`src/rtl/disp_pkg.sv`:
```
// Shared definitions for the debug-board hex display: segment codes and scan states.
package disp_pkg;

  typedef enum logic {
    SCAN  = 1'b0,
    BLANK = 1'b1
  } scan_state_t;

  localparam logic [6:0] SEG_BLANK = 7'h7F;

  // Active-low {g,f,e,d,c,b,a} patterns for hex digits 0..F
  localparam logic [6:0] HEX_SEG [16] = '{
    7'h40, 7'h79, 7'h24, 7'h30, 7'h19, 7'h12, 7'h02, 7'h78,
    7'h00, 7'h10, 7'h08, 7'h03, 7'h46, 7'h21, 7'h06, 7'h0E
  };

endpackage

```
`src/rtl/hex_to_7seg.sv`:
```
// Combinational hex nibble to active-low seven-segment decoder.
module hex_to_7seg
  import disp_pkg::*;
(
  input  logic [3:0] nibble,
  output logic [6:0] seg
);

  assign seg = HEX_SEG[nibble];

endmodule

```
`src/rtl/hex_scan_display.sv`:
```
// Paged, time-multiplexed hex display of NUM_CH 32-bit debug words with step,
// dwell-timed auto rotation and freeze.
module hex_scan_display
  import disp_pkg::*;
#(
  parameter  int NUM_CH         = 3,
  parameter  int NUM_DIGITS     = 4,
  parameter  int SCAN_DIV       = 50000,
  parameter  int DWELL          = 50000000,
  parameter  int SEG_ACTIVE_LOW = 1,
  localparam int PPC            = 8 / NUM_DIGITS,
  localparam int NPAGES         = NUM_CH * PPC,
  localparam int PW             = (NPAGES > 1) ? $clog2(NPAGES) : 1
) (
  input  logic                     clk,
  input  logic                     rst,
  input  logic [NUM_CH*32-1:0]     data_in,
  input  logic                     sel_step,
  input  logic                     auto_en,
  input  logic                     freeze,
  output logic [6:0]               seg,
  output logic [NUM_DIGITS-1:0]    an,
  output logic [PW-1:0]            page
);

  localparam int DW   = (NUM_DIGITS > 1) ? $clog2(NUM_DIGITS) : 1;
  localparam int SH   = $clog2(NUM_DIGITS);
  localparam int IW   = PW + DW;
  localparam int NNIB = NUM_CH * 8;
  localparam int CW   = $clog2(SCAN_DIV);
  localparam int TW   = (DWELL > 1) ? $clog2(DWELL) : 1;

  localparam logic [6:0]            SEG_XOR = (SEG_ACTIVE_LOW != 0) ? 7'h00 : 7'h7F;
  localparam logic [NUM_DIGITS-1:0] AN_XOR  = (SEG_ACTIVE_LOW != 0) ? '0 : '1;
  localparam logic [6:0]            SEG_OFF = SEG_BLANK ^ SEG_XOR;
  localparam logic [NUM_DIGITS-1:0] AN_OFF  = {NUM_DIGITS{1'b1}} ^ AN_XOR;

  logic [NUM_CH*32-1:0]  snapshot;
  logic                  sel_step_q;
  logic                  step;
  logic                  tick;
  logic [TW-1:0]         dwell_cnt;
  scan_state_t           state;
  logic [CW-1:0]         div_cnt;
  logic [DW-1:0]         digit;
  logic [3:0]            nibs [2**IW];
  logic [IW-1:0]         nib_sel;
  logic [6:0]            seg_code;
  logic [NUM_DIGITS-1:0] onehot;

  always_ff @(posedge clk or posedge rst) begin
    if (rst)          snapshot <= '0;
    else if (!freeze) snapshot <= data_in;
  end

  assign step = sel_step & ~sel_step_q;
  assign tick = auto_en && (dwell_cnt == TW'(DWELL - 1));

  // A simultaneous step and tick still advance the page by a single position
  always_ff @(posedge clk or posedge rst) begin
    if (rst) begin
      sel_step_q <= 1'b0;
      dwell_cnt  <= '0;
      page       <= '0;
    end else begin
      sel_step_q <= sel_step;
      if (!auto_en || step || tick) dwell_cnt <= '0;
      else                          dwell_cnt <= dwell_cnt + 1'b1;
      if (step || tick)
        page <= (page == PW'(NPAGES - 1)) ? '0 : page + 1'b1;
    end
  end

  // Page p, digit d maps to linear nibble p*NUM_DIGITS + d of the snapshot
  always_comb begin
    for (int i = 0; i < NNIB; i++)
      nibs[i] = snapshot[i*4 +: 4];
    for (int i = NNIB; i < 2**IW; i++)
      nibs[i] = 4'h0;
  end

  assign nib_sel = (IW'(page) << SH) | IW'(digit);
  assign onehot  = NUM_DIGITS'(1) << digit;

  hex_to_7seg u_hex (
    .nibble (nibs[nib_sel]),
    .seg    (seg_code)
  );

  // One BLANK cycle separates digit slots so the old pattern never ghosts onto the next anode
  always_ff @(posedge clk or posedge rst) begin
    if (rst) begin
      state   <= BLANK;
      div_cnt <= '0;
      digit   <= '0;
      seg     <= SEG_OFF;
      an      <= AN_OFF;
    end else begin
      case (state)
        SCAN: begin
          seg <= seg_code ^ SEG_XOR;
          an  <= ~onehot ^ AN_XOR;
          if (div_cnt == CW'(SCAN_DIV - 1)) begin
            div_cnt <= '0;
            digit   <= (digit == DW'(NUM_DIGITS - 1)) ? '0 : digit + 1'b1;
            state   <= BLANK;
          end else begin
            div_cnt <= div_cnt + 1'b1;
          end
        end
        default: begin
          seg   <= SEG_OFF;
          an    <= AN_OFF;
          state <= SCAN;
        end
      endcase
    end
  end

endmodule
```
`config.mk`:
```
export PLATFORM = sky130hd
export DESIGN_NAME = hex_scan_display
export DESIGN_NICKNAME = d
export VERILOG_FILES = /design/src/rtl/disp_pkg.sv /design/src/rtl/hex_to_7seg.sv /design/src/rtl/hex_scan_display.sv
export SDC_FILE = /design/constraint.sdc
export NUM_CORES = 1
export LEC_CHECK = 0
export ABC_AREA = 1
export CORE_ASPECT_RATIO = 0.6
export CORE_UTILIZATION = 43
export DETAILED_ROUTE_END_ITERATION = 7
export GPL_ROUTABILITY_DRIVEN = 0
export MAX_ROUTING_LAYER = met4
export PLACE_DENSITY = 0.65
export SLEW_MARGIN = 25
export SYNTH_ARGS = -nofsm -noshare
export SYNTH_HDL_FRONTEND = slang
export SYNTH_HIERARCHICAL = 1
export SYNTH_SLANG_ARGS = --single-unit
```
`constraint.sdc`:
```
create_clock -name clk -period 6.38 [get_ports clk]
set_clock_uncertainty 0.2 [all_clocks]
set_input_delay 1.276 -clock clk [delete_from_list [all_inputs] [get_ports clk]]
set_output_delay 1.276 -clock clk [all_outputs]
set_load 0.1 [all_outputs]
```
==> results_dict.tcl, run 1 <==
set metrics [dict create \
    setup_violations 0 \
    portBuffers 114 \
    synthCells 978 \
    synth_edf_count 0 \
    status "complete, no violations" \
    crit_chain "buf_4 -> clkinv_1 -> o21ai_0 -> nand3_1 -> nand3_1 -> nand3_1 -> inv_1 -> ha_1 -> nand3_1 -> nand2_1 -> or2_2" \
    tns_ns 0 \
    final_cells 1332 \
    h-tree-depth 4 \
    ys_ff_latch 156 \
    hold_class "flop to flop" \
    grtUsageTotal_pct 22.8 \
    ios 115 \
    grt_pass1_wl_um 32800 \
    drive_gt1_share_pct 12.5 \
    die_y_um 108 \
    placed_area_sq_um 9310 \
    final_antenna_net_count 0 \
    relSlewSlack_pct 31.5 \
    avgSynthCellArea_sq_um 8.21 \
    cts_max_path_buffers 2 \
    crit_type "flop to flop" \
    cts_resized 0 \
    cts-buffers-inserted 17 \
    avgRoutedWirePerCell_um 15.0 \
    fillers 1708 \
    synthFlopType "dfrtp_1" \
    cp.required_ns 6.53 \
    drc_errors 0 \
    grt_max_degree 77 \
    cts_tree "yes" \
    period_needed_ns 3.98 \
    path_buf_inv 3 \
    final.period_utilization_pct 62.4 \
    core_area_sq_um 18200 \
    clock_latency_ns 0.42 \
    rr_startpoint "digit[0]" \
    netlist_area_sq_um 8030 \
    post_cts_buffers 0 \
    r2r-end "seg[1]" \
    vdd_ir_drop_max_uv 154 \
    maxCapViolations 0 \
    hold_violations 0 \
    grt_pass1_vias 6374 \
    p_leak_nw 4.42 \
    via_per_inst 4.97 \
    worst_pin_slew_ns 1.02 \
    max_freq_ghz 0.251 \
    area_growth_pct 22.9 \
    hold_start "snapshot[65]" \
    crit_path_max_fanout 67 \
    clockRootBuffer "clkbuf_16" \
    die_w_um 178 \
    diodes 0 \
    nets 1193 \
    post-place-cells 1300 \
    cp_top_family "buffers and inverters" \
    ys.warnings.count 6 \
    wl_um 19900 \
    start_util_pct 44.2 \
    grt-ovfl-total 0 \
    rsz0062_at_grt "false" \
    arrival_ns 4.14 \
    hold-path-endpoint "snapshot[65]" \
    critPathLaunchType "flop" \
    worst_setup_path_end_kind "flop" \
    die_area_sq_um 19200 \
    path_clk_slew_ns 0.07 \
    crit_path_top_delay_cell "clkinv_1" \
    first_pass_iters 6 \
    r2r_slack_ns 2.40 \
    drv_slew 0 \
    fp-row-count 38 \
    synthDistinctLibCells 33 \
    drt-initial-drc-count 502 \
    reg2regPathDepth 11 \
    cts_hold_buf 0 \
    synth.net_count 1092 \
    synth-seq-area-share_pct 48.8 \
    cts.sink_count 156 \
    hpwl_um 14200 \
    powerDensity_nw_per_um2 290 \
    antenna_found_initial 0 \
    cp_slowest_stage_delay_ns 0.96 \
    worst_path_most_repeated_cell "nand3_1" \
    final_cell_area_sq_um 9860 \
    hold_depth 1 \
    async_reset_ff_share_pct 100 \
    vias 6625 \
    final_core_util_pct 54.3 \
]
-- logic make-up (layout without fill, tap and decap cells) --
family	after synthesis	in the layout	synth area share [%]
AND/OR/NAND/NOR	488	488	25.7
flip-flops	156	156	48.8
buffers and inverters	149	263	7.75
AO/OA/AOI/OAI	105	105	6.88
multiplexers	49	49	6.88
XOR/XNOR	18	18	1.96
adder cells (fa/ha/maj)	13	13	2.03
-- worst max-delay path by stage --
stage / slack (ns) / endpoint / cells past startpoint / from
after detailed placement: 2.42 / seg[3] / 15 / digit[0]
after floorplan: 0.72 / digit[0] / 1 / rst
after global routing: 1.95 / seg[3] / 16 / digit[0]
after global placement: 2.54 / seg[3] / 15 / digit[0]
final: 2.40 / seg[1] / 11 / digit[0]
after CTS: 2.43 / seg[3] / 15 / digit[0]
-- cell type report --
class / instances / area, sq um / share of cell area, %
sequential: 156 / 3920 / 39.7
multi-input combinational: 673 / 3480 / 35.3
timing repair buffer: 120 / 1180 / 12.0
clock buffer: 17 / 425 / 4.31
inverter: 111 / 422 / 4.27
tap: 240 / 300 / 3.04
clock inverter: 15 / 129 / 1.31
-- worst register-to-register path: cells and delay by family, from the launching register on --
kind,cells,cell delay (ns)
adders and majority gates,1,0.28
DFF,1,0.34
buffers and inverters,3,1.72
AOI/OAI and AO/OA,1,0.46
and+or+nand+nor,6,0.94
-- metal layers --
layer  up-vias  routed length (um)  GRT usage, %
met5         -                   0             -
met4         0                 107          4.78
met1      3111               10800          35.2
met3         9                1240          4.56
li1       3301                   -             -
met2       204                7750          30.3
-- where the power goes --
| part | internal [W] | switching [W] |
|---|---|---|
| Clock | 0.000512 | 0.000450 |
| Sequential | 0.00109 | 0.0000489 |
| Combinational | 0.000265 | 0.000499 |
| Total | 0.00187 | 0.000998 |
-- per-stage QoR --
step	hold slack [ns]	setup slack, ns	power (W)
final	0.307	2.40	0.00286
after global routing	0.328	1.95	0.00302
after CTS	0.307	2.43	0.00288
after detailed placement	0.293	2.42	0.00192
after global placement	0.284	2.54	0.00191
after floorplan	0.263	0.717	0.00171
-- state kept, by name, summed over array words and instances, names as in the netlist --
register / cells
an: 4
digit: 2
div_cnt: 16
dwell_cnt: 26
page: 3
seg: 7
sel_step_q: 1
snapshot: 96
state: 1
-- cells in the mapped netlist (all sizes together), types with 10 or more instances --
cell type / n / area (sq um)
a21oi: 54 / 270
buf: 28 / 168
clkbuf: 10 / 37.5
dfrtp: 144 / 3600
dfstp: 12 / 315
ha: 13 / 163
inv: 109 / 409
mux2: 49 / 552
nand2: 203 / 769
nand3: 85 / 448
nor2: 181 / 729
o21ai: 42 / 214
xor2: 13 / 114
-- cells in the final DEF, fill, tap and decap left out, types with 40 or more instances in the layout --
master / synthesis / final
o21ai_0: 40 / 40
inv_1: 106 / 105
dfrtp_1: 144 / 143
nand3_1: 82 / 82
a21oi_1: 54 / 54
mux2_2: 49 / 49
clkdlybuf4s50_1: 0 / 113
nand2_1: 200 / 200
nor2_1: 163 / 163
Note: power is estimated with default switching activity, not from simulation.
==> run 2: changes to the inputs <==
--- a/config.mk
+++ b/config.mk
@@ -11,7 +11,7 @@
 export DETAILED_ROUTE_END_ITERATION = 7
 export GPL_ROUTABILITY_DRIVEN = 0
 export MAX_ROUTING_LAYER = met4
-export PLACE_DENSITY = 0.65
+export PLACE_DENSITY = 0.68
 export SLEW_MARGIN = 25
 export SYNTH_ARGS = -nofsm -noshare
 export SYNTH_HDL_FRONTEND = slang
==> constraint.sdc (replaced) <==
create_clock -name clk -period 3.46 [get_ports clk]
set_clock_uncertainty 0.2 [all_clocks]
set_input_delay 0.692 -clock clk [delete_from_list [all_inputs] [get_ports clk]]
set_output_delay 0.692 -clock clk [all_outputs]
set_load 0.1 [all_outputs]
==> run 2 against run 1 <==
Compared with the run above: fmax rose by 37%; count of clock-buffer cells in the layout rose by 5; combinational power rose by 83%; critical path type unchanged; die area did not move; non-clock buffer count rose by 7; critical endpoint is now seg[3]; largest cell class unchanged.
==> results_dict.tcl, run 2 (synthesis gave the netlist of run 1 again) <==
set metrics [dict create \
    via_per_inst 5.06 \
    h-tree-depth 4 \
    nets 1200 \
    grtUsageTotal_pct 23.5 \
    drive_gt1_share_pct 14.1 \
    cts.sink_count 156 \
    worst_setup_path_end_kind "flop" \
    hold_depth 1 \
    cts_hold_buf 0 \
    setup_ws_ns 0.560 \
    final_cell_area_sq_um 9930 \
    vdd_ir_drop_max_uv 354 \
    start_util_pct 44.2 \
    drv_slew 0 \
    diodes 0 \
    hold_violations 0 \
    wl_um 20600 \
    portBuffers 114 \
    vias 6772 \
    final_antenna_net_count 0 \
    final.period_utilization_pct 83.8 \
    antenna_found_initial 0 \
    grt_pass1_wl_um 33300 \
    p_leak_nw 4.47 \
    clock_latency_ns 0.43 \
    hold-path-endpoint "snapshot[40]" \
    largest_registers "snapshot (96), dwell_cnt (26), div_cnt (16)" \
    arrival_ns 3.05 \
    r2r-end "seg[3]" \
    cp.required_ns 3.61 \
    layout_commonest_cell "nand2_1" \
    clockRootBuffer "clkbuf_16" \
    largest_register "snapshot" \
    rr_startpoint "page[0]" \
    tns_ns 0 \
    period_needed_ns 2.90 \
    setup_violations 0 \
    die_area_sq_um 19200 \
    post-place-cells 1307 \
    maxCapViolations 0 \
    critPathLaunchType "flop" \
    hold_ws_ns 0.301 \
    largest_reg_flops 96 \
    hold_start "snapshot[40]" \
    relSlewSlack_pct 43.2 \
    worst_pin_slew_ns 0.850 \
    area_growth_pct 23.8 \
    powerDensity_nw_per_um2 533 \
    avgRoutedWirePerCell_um 15.4 \
    max_freq_ghz 0.345 \
    cts_max_path_buffers 2 \
    path_clk_slew_ns 0.06 \
    placed_area_sq_um 9380 \
    ios 115 \
    core_area_sq_um 18200 \
    pre_cts_slack_ns 0.596 \
    rsz0062_at_grt "false" \
    cts-buffers-inserted 17 \
    grt_max_degree 67 \
    crit_path_max_fanout 14 \
    drc_errors 0 \
    grt_pass1_vias 6280 \
    die_w_um 178 \
    final_cells 1339 \
    fp-row-count 38 \
    first_pass_iters 5 \
    hold_class "flop to flop" \
    post_cts_buffers 0 \
    cts_resized 0 \
    crit_type "flop to flop" \
    cts_tree "yes" \
    status "complete, no violations" \
    r2r_slack_ns 0.56 \
    hpwl_um 15400 \
    reg2regPathDepth 10 \
    drt-initial-drc-count 505 \
    mostFrequentLayoutCells "nand2_1 (200), nor2_1 (163), dfrtp_1 (143)" \
    die_y_um 108 \
    grt-ovfl-total 0 \
]
==> run 2: changes by cell type in the layout (fill, tap and decap cells not counted), sizes merged <==
| cell | delta |
|---|---|
| inv | -8 |
| clkbuf | +5 |
| clkinvlp | +2 |
| bufinv | +1 |
| buf | +21 |
| clkdlybuf4s50 | -14 |
==> run 2: through the flow <==
stage | power (W) | utilization (%)
2_1_floorplan | 0.00315 | -
3_3_place_gp | 0.00352 | 51.6
3_5_place_dp | 0.00354 | 51.6
4_1_cts | 0.00532 | 54.7
5_1_grt | 0.00558 | 54.7
6_report | 0.00529 | 54.7
==> run 2: area by class of cell <==
| class | instances | area (sq um) |
|---|---|---|
| sequential | 156 | 3920 |
| timing repair buffer | 127 | 1250 |
| tap | 240 | 300 |
| clock inverter | 10 | 92.6 |
| fill | 1670 | 8230 |
| inverter | 111 | 420 |
| multi-input combinational | 673 | 3480 |
| clock buffer | 22 | 464 |
==> run 2: layer usage <==
layer  up-vias  global-route usage, %  wire, um
li1       3314                      -         -
met1      3166                   37.3     10800
met2       279                   29.6      7930
met3        13                   5.05      1820
met4         0                   5.21       142
met5         -                      -         0
==> run 2: worst max-delay path, cell delays in order (launching register included) <==
cell and delay, ns:
dfrtp_1 0.70, clkinv_1 0.43, nand3_1 0.18, nand3_1 0.11, nand3_1 0.24, inv_1 0.15, ha_1 0.34, nand2_1 0.06
nand3_1 0.09, nand2_1 0.05, or2_2 0.27
==> run 2: how the worst max path moves through the flow <==
stage | start | to | slack, ns | depth (start not counted)
final | page[0] | seg[3] | 0.56 | 10
after global placement | digit[0] | seg[4] | 0.66 | 11
after detailed placement | digit[1] | seg[3] | 0.60 | 12
after CTS | digit[1] | seg[3] | 0.59 | 12
after floorplan | page[0] | seg[3] | 0.58 | 10
after global routing | digit[0] | seg[3] | 0.33 | 13
==> run 2: where the power goes <==
part / internal (W) / switching, W
sequential: 0.00201 / 0.0000990
combinational: 0.000483 / 0.000918
clock: 0.00103 / 0.000753
total: 0.00352 / 0.00177
